**config.mk**
```make
export PLATFORM = sky130hd
export DESIGN_NAME = axis_core_wrapper
export DESIGN_NICKNAME = d
export VERILOG_FILES = /design/src/rtl/axis_core_wrapper.sv
export SDC_FILE = /design/constraint.sdc
export NUM_CORES = 1
export LEC_CHECK = 0
export BUFFER_PORTS_ARGS = -buffer_cell sky130_fd_sc_hd__buf_4
export CAP_MARGIN = 10
export CORE_AREA = 2 2 385 387
export CTS_CLUSTER_DIAMETER = 200
export CTS_CLUSTER_SIZE = 25
export DETAILED_ROUTE_END_ITERATION = 10
export DIE_AREA = 0 0 387 389
export GPL_TIMING_DRIVEN = 0
export HOLD_SLACK_MARGIN = 0.03
export PLACE_DENSITY = 0.45
export SLEW_MARGIN = 20
export SYNTH_ARGS = -nofsm -noshare
export SYNTH_HDL_FRONTEND = slang
export SYNTH_SLANG_ARGS = --single-unit
```
**constraint.sdc**
```tcl
create_clock -name clk -period 31.3 [get_ports clk]
set_input_delay 7.825 -clock clk [delete_from_list [all_inputs] [get_ports clk]]
set_output_delay 7.825 -clock clk [all_outputs]
set_load 0.005 [all_outputs]
```
**src/rtl/axis_core_wrapper.sv**
```systemverilog
// Buffers one AXI-Stream job for a parallel core, then streams results (plus optional status word) out.
// Result beats start one cycle after core_done; input stalls in PROC/SEND, output holds while m_axis_tready is low.
module axis_core_wrapper #(
    parameter int DATA_W    = 32,
    parameter int IN_WORDS  = 20,
    parameter int OUT_WORDS = 8,
    parameter int STATUS_EN = 0
) (
    input  logic                          clk,
    input  logic                          reset,
    input  logic [DATA_W-1:0]             s_axis_tdata,
    input  logic                          s_axis_tvalid,
    input  logic                          s_axis_tlast,
    output logic                          s_axis_tready,
    output logic [DATA_W-1:0]             m_axis_tdata,
    output logic [DATA_W/8-1:0]           m_axis_tkeep,
    output logic                          m_axis_tvalid,
    output logic                          m_axis_tlast,
    input  logic                          m_axis_tready,
    output logic                          core_start,
    output logic [IN_WORDS*DATA_W-1:0]    core_in,
    input  logic                          core_done,
    input  logic [OUT_WORDS*DATA_W-1:0]   core_out,
    output logic                          err_short,
    output logic                          err_long,
    output logic [7:0]                    err_count
);
    localparam int TOT  = OUT_WORDS + STATUS_EN;
    localparam int WI_W = $clog2(IN_WORDS);
    localparam int RP_W = (TOT > 1) ? $clog2(TOT) : 1;
    localparam logic [WI_W-1:0] WI_LAST = WI_W'(IN_WORDS - 1);
    localparam logic [RP_W-1:0] RP_LAST = RP_W'(TOT - 1);

    typedef enum logic [2:0] {IDLE, RECV, DRAIN, PROC, SEND} state_t;

    state_t                     state_q, state_d;
    logic [WI_W-1:0]            wr_idx_q, wr_idx_d;
    logic [RP_W-1:0]            rd_ptr_q, rd_ptr_d;
    logic [15:0]                job_id_q, job_id_d;
    logic [7:0]                 err_count_q, err_count_d;
    logic                       long_flag_q, long_flag_d;
    logic                       core_start_q, core_start_d;
    logic                       err_short_q, err_short_d;
    logic                       err_long_q, err_long_d;
    logic [IN_WORDS*DATA_W-1:0] in_buf_q, in_buf_d;
    logic [DATA_W-1:0]          out_buf_q [TOT];
    logic [DATA_W-1:0]          out_buf_d [TOT];
    logic [DATA_W-1:0]          status_w;
    logic                       s_acc;
    logic                       m_hs;

    assign s_axis_tready = (state_q == IDLE) || (state_q == RECV) || (state_q == DRAIN);
    assign s_acc         = s_axis_tvalid && s_axis_tready;
    assign m_axis_tvalid = (state_q == SEND);
    assign m_axis_tlast  = m_axis_tvalid && (rd_ptr_q == RP_LAST);
    assign m_axis_tdata  = out_buf_q[rd_ptr_q];
    assign m_axis_tkeep  = '1;
    assign m_hs          = m_axis_tvalid && m_axis_tready;
    assign core_start    = core_start_q;
    assign core_in       = in_buf_q;
    assign err_short     = err_short_q;
    assign err_long      = err_long_q;
    assign err_count     = err_count_q;

    // job_id has already advanced on the start edge, so the running job is one behind.
    always_comb begin
        status_w        = '0;
        status_w[31:16] = job_id_q - 16'd1;
        status_w[0]     = long_flag_q;
    end

    always_comb begin
        state_d      = state_q;
        wr_idx_d     = wr_idx_q;
        rd_ptr_d     = rd_ptr_q;
        job_id_d     = job_id_q;
        err_count_d  = err_count_q;
        long_flag_d  = long_flag_q;
        core_start_d = 1'b0;
        err_short_d  = 1'b0;
        err_long_d   = 1'b0;
        in_buf_d     = in_buf_q;
        out_buf_d    = out_buf_q;

        case (state_q)
            IDLE, RECV: begin
                if (s_acc) begin
                    in_buf_d[(IN_WORDS - 1 - int'(wr_idx_q)) * DATA_W +: DATA_W] = s_axis_tdata;
                    if (wr_idx_q == WI_LAST) begin
                        wr_idx_d = '0;
                        if (s_axis_tlast) begin
                            state_d      = PROC;
                            core_start_d = 1'b1;
                        end else begin
                            state_d = DRAIN;
                        end
                    end else if (s_axis_tlast) begin
                        wr_idx_d    = '0;
                        state_d     = IDLE;
                        err_short_d = 1'b1;
                    end else begin
                        wr_idx_d = wr_idx_q + 1'b1;
                        state_d  = RECV;
                    end
                end
            end
            DRAIN: begin
                if (s_acc && s_axis_tlast) begin
                    err_long_d   = 1'b1;
                    long_flag_d  = 1'b1;
                    state_d      = PROC;
                    core_start_d = 1'b1;
                end
            end
            PROC: begin
                if (core_done) begin
                    for (int i = 0; i < OUT_WORDS; i++) begin
                        out_buf_d[i] = core_out[(OUT_WORDS - 1 - i) * DATA_W +: DATA_W];
                    end
                    if (STATUS_EN != 0) begin
                        out_buf_d[TOT - 1] = status_w;
                    end
                    state_d = SEND;
                end
            end
            SEND: begin
                if (m_hs) begin
                    if (rd_ptr_q == RP_LAST) begin
                        rd_ptr_d    = '0;
                        long_flag_d = 1'b0;
                        state_d     = IDLE;
                    end else begin
                        rd_ptr_d = rd_ptr_q + 1'b1;
                    end
                end
            end
            default: state_d = IDLE;
        endcase

        if (core_start_d) begin
            job_id_d = job_id_q + 16'd1;
        end
        if ((err_short_d || err_long_d) && (err_count_q != 8'hFF)) begin
            err_count_d = err_count_q + 8'd1;
        end
    end

    always_ff @(posedge clk) begin
        if (reset) begin
            state_q      <= IDLE;
            wr_idx_q     <= '0;
            rd_ptr_q     <= '0;
            job_id_q     <= '0;
            err_count_q  <= '0;
            long_flag_q  <= 1'b0;
            core_start_q <= 1'b0;
            err_short_q  <= 1'b0;
            err_long_q   <= 1'b0;
        end else begin
            state_q      <= state_d;
            wr_idx_q     <= wr_idx_d;
            rd_ptr_q     <= rd_ptr_d;
            job_id_q     <= job_id_d;
            err_count_q  <= err_count_d;
            long_flag_q  <= long_flag_d;
            core_start_q <= core_start_d;
            err_short_q  <= err_short_d;
            err_long_q   <= err_long_d;
        end
    end

    // Data buffers keep their contents across reset.
    always_ff @(posedge clk) begin
        in_buf_q  <= in_buf_d;
        out_buf_q <= out_buf_d;
    end
endmodule

```
Yosys cells after proc, flatten, opt, wreduce, memory -nomap -nowiden:

Cells that the tools add are included.

* reductions and logical operators: 14
* order comparisons: 1
* bitwise logic cells: 1
* div/mod/pow operators: 0
* multiply operators: 0
* mux-type cells: 25
* $add $sub $neg: 5
* shift-type cells: 2
* equal/unequal tests: 12

Operator list (number)
* 640-bit bitwise mux: 1
* 32-bit by 33-bit variable shift with 640-bit output, first input constant: 1
* 32-bit by 33-bit variable part select with 640-bit output: 1
* 32-bit binary-select mux with 3-bit select: 1
* 32-bit two-way mux: 2
* 11-bit negation with 33-bit output: 1
* 3-bit two-way mux: 7
* 3-bit case mux with 4 select lines: 1
* 1-bit two-way mux: 10
* 5-bit two-way mux: 2
* 8-bit by 1-bit adder with 8-bit output, second input constant: 1
* 8-bit != test, second input constant: 1
* 3-bit by 2-bit == test with 1-bit output, second input constant: 2
* 3-bit == test, second input constant: 2
* 2-bit by 1-bit != test with 1-bit output, second input constant: 3
* 2-bit AND reduction: 3
* 5-bit by 5-bit subtractor with 6-bit output, first input constant: 1
* 5-bit by 1-bit adder with 5-bit output, second input constant: 1
* 5-bit == test, second input constant: 1
* 1-bit logical AND: 5
* 5-bit AND reduction: 1
* 4-bit >= comparator, second input constant: 1
* 2-bit != test, second input constant: 2
* 3-bit inverter with 4-bit output: 1
* 6 further kinds: 8

* output and inout port bits: 690
* word-level logic and storage cells: 76
* memory bits (read-only): 0
* latch bits: 0
* memories: 0
* memory bits (writable): 0
* register bits after elaboration: 918

Longest topological paths before layout:

Gate-level depths: netlist of run 1.

* depth in word-level cells: 9
* gate-level depth with buffers: 13
* mapped depth without buffers: 11

Least setup slack after synthesis of run 1:

Ideal clock, no wire load.

* path kind: input port to flip-flop
* from: input port core_done
* to: register out_buf_q[0] (netlist bit) (enable)
* cell stages on the path: 1
* library setup time: 1.239 ns
* data required time: 30.061 ns
* buffers on the path: 0
* data arrival time: 26.024 ns
* slack: 4.037 ns
* cell sequence: nor3b_1

* cells in the longest elaborated chain, start to end: 1

RTL lines
* start: declaration: line 22 `input logic core_done,`
* 2-bit AND reduction (no line)
* end signal: assignment: line 175 `out_buf_q <= out_buf_d;`
* end: declaration: line 46 `logic [DATA_W-1:0] out_buf_q [TOT];`

No other way between the ends.
A chain may end at the register's enable or synchronous reset.

Final worst setup path of run 1:

* from: register rd_ptr_q[1]
* to: output port m_axis_tdata[9]

* cells in the longest elaborated chain, start to end: 4

RTL lines
* start: declaration: line 38 `logic [RP_W-1:0] rd_ptr_q, rd_ptr_d;`
* start signal: assignment: line 162 `rd_ptr_q <= rd_ptr_d;`
* 3-bit inverter with 4-bit output (not written as such): line 56 `assign m_axis_tdata = out_buf_q[rd_ptr_q];`
* 32-bit binary-select mux with 3-bit select: line 56
* 32-bit two-way mux (not written as such) (2 in a row): line 56
* end: declaration: line 15 `output logic [DATA_W-1:0] m_axis_tdata,`

No other way between the ends. The select of a mux whose other input is x is not followed.

==> results of run 1 <==
## cells in the final DEF, fill, tap and decap left out, types with 14 or more instances in the layout
cell type	n
buf_6	19
nor2_4	16
nand2b_1	40
nor2_1	337
mux2_2	34
nand2_1	24
a21oi_1	14
buf_4	1008
nor3_1	293
dfxtp_1	22
clkbuf_16	43
mux4_2	64
clkbuf_1	145
edfxtp_1	896
clkbuf_2	28
ha_1	15
and2_1	35
buf_2	20
nand3_1	20
## power groups by stage
stage,Sequential (mW),Clock (mW),Combinational (mW)
6_report,1.35,0.662,0.123
4_1_cts,1.35,0.678,0.124
2_1_floorplan,1.37,0,0.0334
5_1_grt,1.35,0.710,0.128
3_3_place_gp,1.38,0,0.119
3_5_place_dp,1.38,0,0.124
## tightest hold or removal path: stages (launching register included)
cell,delay [ps]
dfxtp_1,360
nand2b_1,70
mux2i_1,50
## cells by family (layout without fill, tap and decap cells)
kind of cell | after synthesis | after routing | synth area share [%]
and+or+nand+nor | 805 | 805 | 10.95
DFF | 918 | 918 | 79.93
muxes | 99 | 99 | 5.361
other | 1 | 13 | 0.01096
xor gates and xnor gates | 7 | 7 | 0.2231
adders and majority gates | 15 | 15 | 0.5485
AOI/OAI and AO/OA | 35 | 35 | 0.6729
buffers and inverters | 201 | 1303 | 2.308
## flip-flops by register name, indices dropped and copies added, names as in the netlist
signal,flops
err_count,8
err_short,1
err_long,1
core_start,1
out_buf_q,256
wr_idx_q,5
state_q,3
rd_ptr_q,3
core_in,640
## per-stage QoR
| step | hold slack (ps) | utilization, % | instances | power (mW) |
|---|---|---|---|---|
| detailed placement | 501.0 | 30.73 | 5057 | 1.499 |
| global route | 552.9 | 31.52 | 5121 | 2.186 |
| floorplan | 473.6 | - | 2084 | 1.408 |
| finish | 519.1 | 31.53 | 5125 | 2.131 |
| CTS | 518.9 | 31.51 | 5116 | 2.149 |
| global placement | 500.4 | 30.01 | 4993 | 1.496 |
## cell type report
class	count	area, um^2	area share (%)
tap	1930	2415	5.224
timing repair buffer	1043	8215	17.77
buffer	192	802.0	1.735
sequential	918	27350	59.16
antenna	9	22.52	0.04872
multi-input combinational	965	6242	13.50
clock inverter	2	17.52	0.03790
inverter	9	33.78	0.07309
clock buffer	57	1129	2.442
## worst max-delay path by stage
stage                                  start                        to  slack (ps)  cells past startpoint
finish              rd_ptr_q[1]$_SDFFE_PP0P_           m_axis_tdata[9]       20210                      5
global route        rd_ptr_q[1]$_SDFFE_PP0P_          m_axis_tdata[30]       19990                      5
CTS                 rd_ptr_q[1]$_SDFFE_PP0P_          m_axis_tdata[30]       19980                      5
detailed placement             s_axis_tvalid    core_in[342]$_DFFE_PP_       20020                      6
global placement                   core_done  out_buf_q[235]$_DFFE_PP_       -5250                      2
floorplan                          core_done    out_buf_q[0]$_DFFE_PP_        4040                      1
## layer usage
layer	up-vias	GRT usage [%]	wire length [um]	part of all wire, %
met1	11500	22.07	55590	37
li1	9863	-	-	-
met4	4	6.916	5439	3.7
met3	190	6.057	13590	9.1
met5	-	0	26	0.017
met2	1144	33.18	74090	50
==> reports/results.ini, run 1 <==
[yosys]
yosysUniqueCellTypes=56
synth_area_um2=34210
synth_top_cells_by_area=edfxtp_1, nor3_1, mux4_2
synthArstFlopShare_pct=0
synthCells=2081
yosys_warnings=0
yosysSeqAreaShare_pct=79.93
synth.most_common_cell=edfxtp_1
avgSynthCellArea_um2=16.44
synth_top_flop_cell=edfxtp_1
synth_seq_cells=918
synth-edff-count=896
synth_top_cell_area_share_pct=78.64
yosysTopAreaCell=edfxtp_1
synth_common_cells=edfxtp_1, nor2_1, nor3_1

[power]
power_switching_share_pct=22.98
power.density_nw_per_um2=46.11
ir_drop_mv=0.04119
intPower_mw=1.642
p_sw_uw=489.7
combPwrFrac_pct=5.8
p_leak_nw=16.35
clock_power_share_pct=31.0
seqPwrFrac_pct=63.2

[clocking]
root_buffer=clkbuf_16
cts.sinks=918
clkLatencyLatePin_ps=660
cts_tree=built
h-tree-depth=2
cts_inserted_buffers=42
clk_path_buf_depth=3
hold_buffers=0
clk_pin_slew_worst_paths_ps=110
postCtsSetupRepairBufs=0
cts_resized=0

[critical_path]
critPathMaxStageDelay_ps=750
cp-start-kind=register
timing.rr.end=core_in[216]$_DFFE_PP_
reg2reg_from=wr_idx_q[2]$_SDFFE_PP0P_
r2r_slack_ps=26370
crit_chain=clkbuf_1 > clkbuf_1 > mux4_2 > mux2_2 > buf_4
critPathCaptureType=output pin
path_max_fanout=10
slowest_stage=clkbuf_1
critPathRequiredTime_ps=23480
critPathKind=register to output pin
critical_path.top_delay_family=buffers and inverters
r2r_cells=13
critical_path_buf_inv_count=3
arrival_ps=3260
crit_top_cell=clkbuf_1

[drt]
num_vias=22700
drtIter0Drc=1864
detail-route-antenna-nets=0
via_per_inst=4.428
route.detailed.drc=0
first_pass_iters=7
routed_wl_um=148700
wire_per_inst_um=29.02

[placement]
place_ws_ps=20020
gp_congestion=0.8094
place.port_buffers=979
hpwl_um=113000
place_area_um2=45050

[final_layout]
fin_nets=3480
area_growth_pct=35.10
stdcell_area_um2=46220
drive_gt1_share_pct=39.89
nFillCells=14740

[worst_hold_path]
worstHoldStart=err_count[1]$_SDFFE_PP0P_
min_path_cells=2
worstHoldPathType=register to register
hold_end=err_count[1]$_SDFFE_PP0P_

[global_routing]
grt_util_all_layers_pct=19.12
grt_pass1_vias=23240
antenna_found_initial=18
grt.overflow.total=0
grt_max_degree=27
grt_pass1_wl_um=197600

[timing]
rsz0062_at_grt=false
setup_ws_ps=20210
report.final.slew_viol_count=0
fmax_ghz=0.09019
hold_viol=0
tightest_slew_ps=1254
setup_viol=0
finalSetupTns_ps=0
skew_ps=26.66
min_period_over_period_pct=35.42
layout_min_cycle_time_ps=11090
relSlewSlack_pct=16.43

[floorplanning]
placementRows=141
die_y_um=389
io_pins=984
die_area_um2=150500
core-area_um2=146600
start_util_pct=23.34
die_w_um=387

[job]
maxCapViolCount=0

[outcome]
status=finished clean

Power figures use the tool's default switching activity.
==> inputs of run 2 (changes only) <==
ABC_AREA = 1   (was not set)
CORE_AREA = 2 2 380 382   (was 2 2 385 387)
DIE_AREA = 0 0 382 384   (was 0 0 387 389)
PLACE_DENSITY = 0.47   (was 0.45)
clock period = 10.85 ns   (was 31.3 ns; I/O delays follow)
==> run 2 against run 1 <==
  * Flip-flop and latch count stayed put
  * Worst setup slack worse by 16000 ps
  * Via count is 22% higher
  * Critical path depth is 2 higher
  * Die area is 2.6% lower
  * First-iteration DRC count is 74% higher
  * Cell area is 2.4% higher
  * Critical path type unchanged
  * Highest routed layer is now met4
==> reports/results.ini, run 2 <==
[critical_path]
cp-start-kind=register
r2r_slack_ps=5590
critPathCaptureType=output pin
setup.worst_path.start=rd_ptr_q[1]$_SDFFE_PP0P_
critPathKind=register to output pin
reg2reg_from=wr_idx_q[2]$_SDFFE_PP0P_
critPathRequiredTime_ps=8140
arrival_ps=3660
r2r_cells=14
path_max_fanout=10
crit_end=m_axis_tdata[2]
timing.rr.end=core_in[613]$_DFFE_PP_

[floorplanning]
core-area_um2=142800
die_y_um=384
die_area_um2=146700
die_w_um=382
placementRows=139
start_util_pct=24.77
io_pins=984

[final_layout]
final_common_cell=buf_4
final_cells=5771
drive_gt1_share_pct=31.68
fin_nets=4152
final_cell_mix=buf_4, edfxtp_1, nor2_1, nand2_1, nand3_1
area_growth_pct=33.88
largest_register_ffs=640

[clocking]
cts_tree=built
hold_buffers=0
cts.sinks=918
root_buffer=clkbuf_16
clkLatencyLatePin_ps=710
clk_pin_slew_worst_paths_ps=110
clk_path_buf_depth=3
postCtsSetupRepairBufs=0
cts_resized=0
h-tree-depth=2
cts_inserted_buffers=42

[drt]
wire_per_inst_um=33.78
via_per_inst=4.789
first_pass_iters=6
route.detailed.drc=0
routed_wl_um=195000
num_vias=27640
drtIter0Drc=3241
detail-route-antenna-nets=0

[power]
power_switching_share_pct=23.56
p_leak_nw=18.16
seqPwrFrac_pct=62.9
ir_drop_mv=0.1197
finalPower_mw=6.191
combPwrFrac_pct=5.8
p_sw_mw=1.459
intPower_mw=4.732
clock_power_share_pct=31.4
power.density_nw_per_um2=130.7

[timing]
timing.hold.ws_ps=522.4
hold_viol=0
setup_viol=0
skew_ps=48.70
min_period_over_period_pct=58.74
layout_min_cycle_time_ps=6373
report.final.slew_viol_count=0
rsz0062_at_grt=false
relSlewSlack_pct=22.01
tightest_slew_ps=1166
fmax_ghz=0.1569

[worst_hold_path]
min_path_cells=2
worstHoldPathType=register to register

[global_routing]
grt_util_all_layers_pct=25.59
grt.overflow.total=0
antenna_found_initial=9
grt_pass1_vias=27130
grt_max_degree=105
grt_pass1_wl_um=250100

[placement]
placedCellCount=5702
hpwl_um=153400
gp_congestion=0.9263
place.port_buffers=978

[yosys]
synthArstFlopShare_pct=0
yosysUniqueCellTypes=27
synth_top_cell_area_share_pct=76.07
synthCells=2760
synth_top_flop_cell=edfxtp_1
synth_seq_cells=918
synth_top_cells_by_area=edfxtp_1, nor2_1, nand3_1
synth_area_um2=35370
synth.most_common_cell=nor2_1
yosys_warnings=0
avgSynthCellArea_um2=12.81
synth_common_cells=nor2_1, edfxtp_1, nand2_1
synth-edff-count=896
yosysSeqAreaShare_pct=77.32
yosysTopAreaCell=edfxtp_1

[outcome]
status=finished clean

[job]
maxCapViolCount=0

run 2: changes by cell type in the layout (fill, tap and decap cells not counted), moves of 72 or more:
cell	before	now
nor2_1	337	890
nand3_1	20	200
nand2_1	24	213
nor3_1	293	36
o21ai_0	1	73
inv_1	9	88
run 2: metrics by stage:
| step | util [%] | setup slack (ps) | TNS (ps) | area [um^2] |
|---|---|---|---|---|
| finish | 33.16 | 4477 | 0 | 47350 |
| global placement | 31.59 | -233.8 | -42430 | 45100 |
| CTS | 33.15 | 4283 | 0 | 47330 |
| detailed placement | 32.34 | 4945 | 0 | 46170 |
| global route | 33.15 | 4313 | 0 | 47340 |
| floorplan | - | 2514 | 0 | 35380 |
run 2: kinds of logic (layout without fill, tap and decap cells):
logic type | Yosys count | count (layout) | share of synthesized area (%)
compound gates | 155 | 155 | 2.880
xor+xnor | 9 | 9 | 0.2654
fa+ha+maj | 15 | 15 | 0.5307
buf+inv | 280 | 1377 | 3.336
flops | 918 | 918 | 77.32
other cells | 1 | 12 | 0.01060
simple gates | 1382 | 1382 | 15.66
run 2: worst max-delay path, cell delays in order, from the launching register on:
cell and delay (ps):
dfxtp_1 540, clkbuf_1 590, clkbuf_1 710, o21ai_0 580, o32ai_1 240, nand2_1 70, nand2_1 120, buf_4 130
run 2: routing by layer:
layer,vias to the layer above,track usage (%),wire [um]
met1,13900,28.43,68630
met2,1666,44.54,96650
met3,342,7.258,18300
li1,11730,-,-
met5,-,0,0
met4,0,13.20,11380
run 2: power groups by stage:
stage	combinational, mW	sequential, mW	clock, mW
detailed placement	0.355	3.97	0
CTS	0.356	3.89	1.96
floorplan	0.0949	3.97	0
global route	0.373	3.89	2.06
finish	0.358	3.89	1.94
global placement	0.338	3.98	0
run 2: worst min path at each step:
| stage | endpoint | startpoint |
|---|---|---|
| 2_1_floorplan | wr_idx_q[1]$_SDFFE_PP0P_ | wr_idx_q[1]$_SDFFE_PP0P_ |
| 3_3_place_gp | wr_idx_q[3]$_SDFFE_PP0P_ | wr_idx_q[3]$_SDFFE_PP0P_ |
| 3_5_place_dp | err_count[7]$_SDFFE_PP0P_ | err_count[7]$_SDFFE_PP0P_ |
| 4_1_cts | err_count[7]$_SDFFE_PP0P_ | err_count[7]$_SDFFE_PP0P_ |
| 5_1_grt | err_count[7]$_SDFFE_PP0P_ | err_count[7]$_SDFFE_PP0P_ |
| 6_report | err_count[7]$_SDFFE_PP0P_ | err_count[7]$_SDFFE_PP0P_ |
run 2: area by class of cell:
cell class,count,area [um^2]
fillers,14470,95440
flip-flops and latches,918,27350
repair buffers,1036,8205
multi-input cells,1565,7053
well taps,1903,2381
clock buffers,58,1111
plain buffers,182,813.3
inverters,98,375.4
clock inverters,3,45.04
diodes,8,20.02
==> inputs of run 3 (changes only) <==
PLACE_DENSITY = 0.48   (was 0.47)
clock period = 5.5 ns   (was 10.85 ns; I/O delays follow)
==> run 3 against run 2 <==
  * Count of clock-buffer cells in the layout shrank 9
  * Via count grew 0.31%
  * Power grew 96%
  * Wire length shrank 0.65%
  * Largest cell class unchanged
==> reports/results.ini, run 3 (synthesis results as in run 2) <==
[global_routing]
grt_max_degree=37
grt_pass1_wl_um=248900
grt_pass1_vias=26600
grt.overflow.total=0
antenna_found_initial=13
grt_util_all_layers_pct=25.44

[critical_path]
cp-start-kind=register
crit_cells=14
critPathRequiredTime_ps=6000
arrival_ps=5730
r2r_cells=14
crit_chain=inv_2 > ha_1 > ha_1 > inv_1 > nand3_1 > nor2_1 > ha_1 > buf_2 > clkbuf_1 > nor2_1 > inv_1 > nor2_1 > nand3_1 > nor2_1
crit_top_cell=nor2_1
critPathCaptureType=register
critPathMaxStageDelay_ps=960
path_max_fanout=10
critPathKind=register to register
slowest_stage=nor2_1
critical_path.top_delay_family=simple AND/OR/NAND/NOR gates
critical_path_buf_inv_count=5
r2r_slack_ps=270

[clocking]
cts_tree=built
root_buffer=clkbuf_16
hold_buffers=0
postCtsSetupRepairBufs=0
cts.sinks=918
cts_inserted_buffers=42
clk_path_buf_depth=3
cts_resized=0
clk_pin_slew_worst_paths_ps=110
clkLatencyLatePin_ps=690
h-tree-depth=2

[job]
maxCapViolCount=0

[final_layout]
fin_nets=4155
nFillCells=14430
largest_register_ffs=640
final_common_cell=buf_4
final_cell_mix=buf_4, edfxtp_1, nor2_1, nand2_1, nand3_1
drive_gt1_share_pct=31.89
area_growth_pct=34.02
final_cells=5759

[floorplanning]
start_util_pct=24.77
die_y_um=384
core-area_um2=142800
die_w_um=382
io_pins=984
die_area_um2=146700
placementRows=139

[drt]
detail-route-antenna-nets=0
route.detailed.drc=0
first_pass_iters=6
via_per_inst=4.814
drtIter0Drc=3118
routed_wl_um=193700
wire_per_inst_um=33.63
num_vias=27720

[timing]
layout_min_cycle_time_ps=5232
skew_ps=53.53
min_period_over_period_pct=95.12
report.final.slew_viol_count=0
hold_viol=0
setup_ws_ps=268.4
tightest_slew_ps=1174
rsz0062_at_grt=false
setup_viol=0
finalSetupTns_ps=0
relSlewSlack_pct=21.46
fmax_ghz=0.1911
timing.hold.ws_ps=535.0

[worst_hold_path]
worstHoldPathType=register to register
min_path_cells=2

[power]
p_leak_nw=18.18
ir_drop_mv=0.2191
power.density_nw_per_um2=256.5
finalPower_mw=12.16

[placement]
placedCellCount=5705
place_ws_ps=86.59
gp_congestion=0.9104
place.port_buffers=978
hpwl_um=153100

[outcome]
status=finished clean

## run 3: worst reg2reg max path, stage by stage, from the launching register on
cell and delay (ps):
dfxtp_1 490, inv_2 90, ha_1 240, ha_1 300, inv_1 120, nand3_1 170
nor2_1 260, ha_1 260, buf_2 180, clkbuf_1 270, nor2_1 960, inv_1 480
nor2_1 710, nand3_1 330, nor2_1 220
## run 3: area by class of cell
type | instances | area [um^2] | area share (%)
clock inverters | 3 | 41.29 | 0.08711
flip-flops and latches | 918 | 27350 | 57.69
repair buffers | 1039 | 8272 | 17.45
plain buffers | 182 | 814.5 | 1.718
inverters | 98 | 371.6 | 0.7840
diodes | 2 | 5.005 | 0.01056
well taps | 1903 | 2381 | 5.023
clock buffers | 49 | 1099 | 2.318
multi-input cells | 1565 | 7069 | 14.91
## run 3: power by group
part,switching (mW),internal [mW]
clock,2.34,1.44
combinational,0.463,0.249
sequential,0.0275,7.64
## run 3: stage by stage
stage,utilization (%),area (um^2)
after floorplan,-,35400
after global placement,31.60,45120
after detailed placement,32.39,46250
after CTS,33.19,47390
after global routing,33.20,47400
final,33.20,47400
## run 3: path summary, 6_finish.rpt
path                                   from                   endpoint
setup / recovery   wr_idx_q[2]$_SDFFE_PP0P_     core_in[302]$_DFFE_PP_
hold / removal    err_count[7]$_SDFFE_PP0P_  err_count[7]$_SDFFE_PP0P_
setup reg to reg   wr_idx_q[2]$_SDFFE_PP0P_     core_in[302]$_DFFE_PP_
hold reg to reg   err_count[7]$_SDFFE_PP0P_  err_count[7]$_SDFFE_PP0P_
## run 3: layer usage
layer | routed length (um) | track usage, % | share of wire, % | up-vias
li1 | - | - | - | 11720
met1 | 68540 | 28.35 | 35 | 14010
met2 | 97230 | 44.97 | 50 | 1679
met3 | 18120 | 7.412 | 9.4 | 302
met4 | 9752 | 11.07 | 5.0 | 6
met5 | 40 | 0 | 0.021 | -
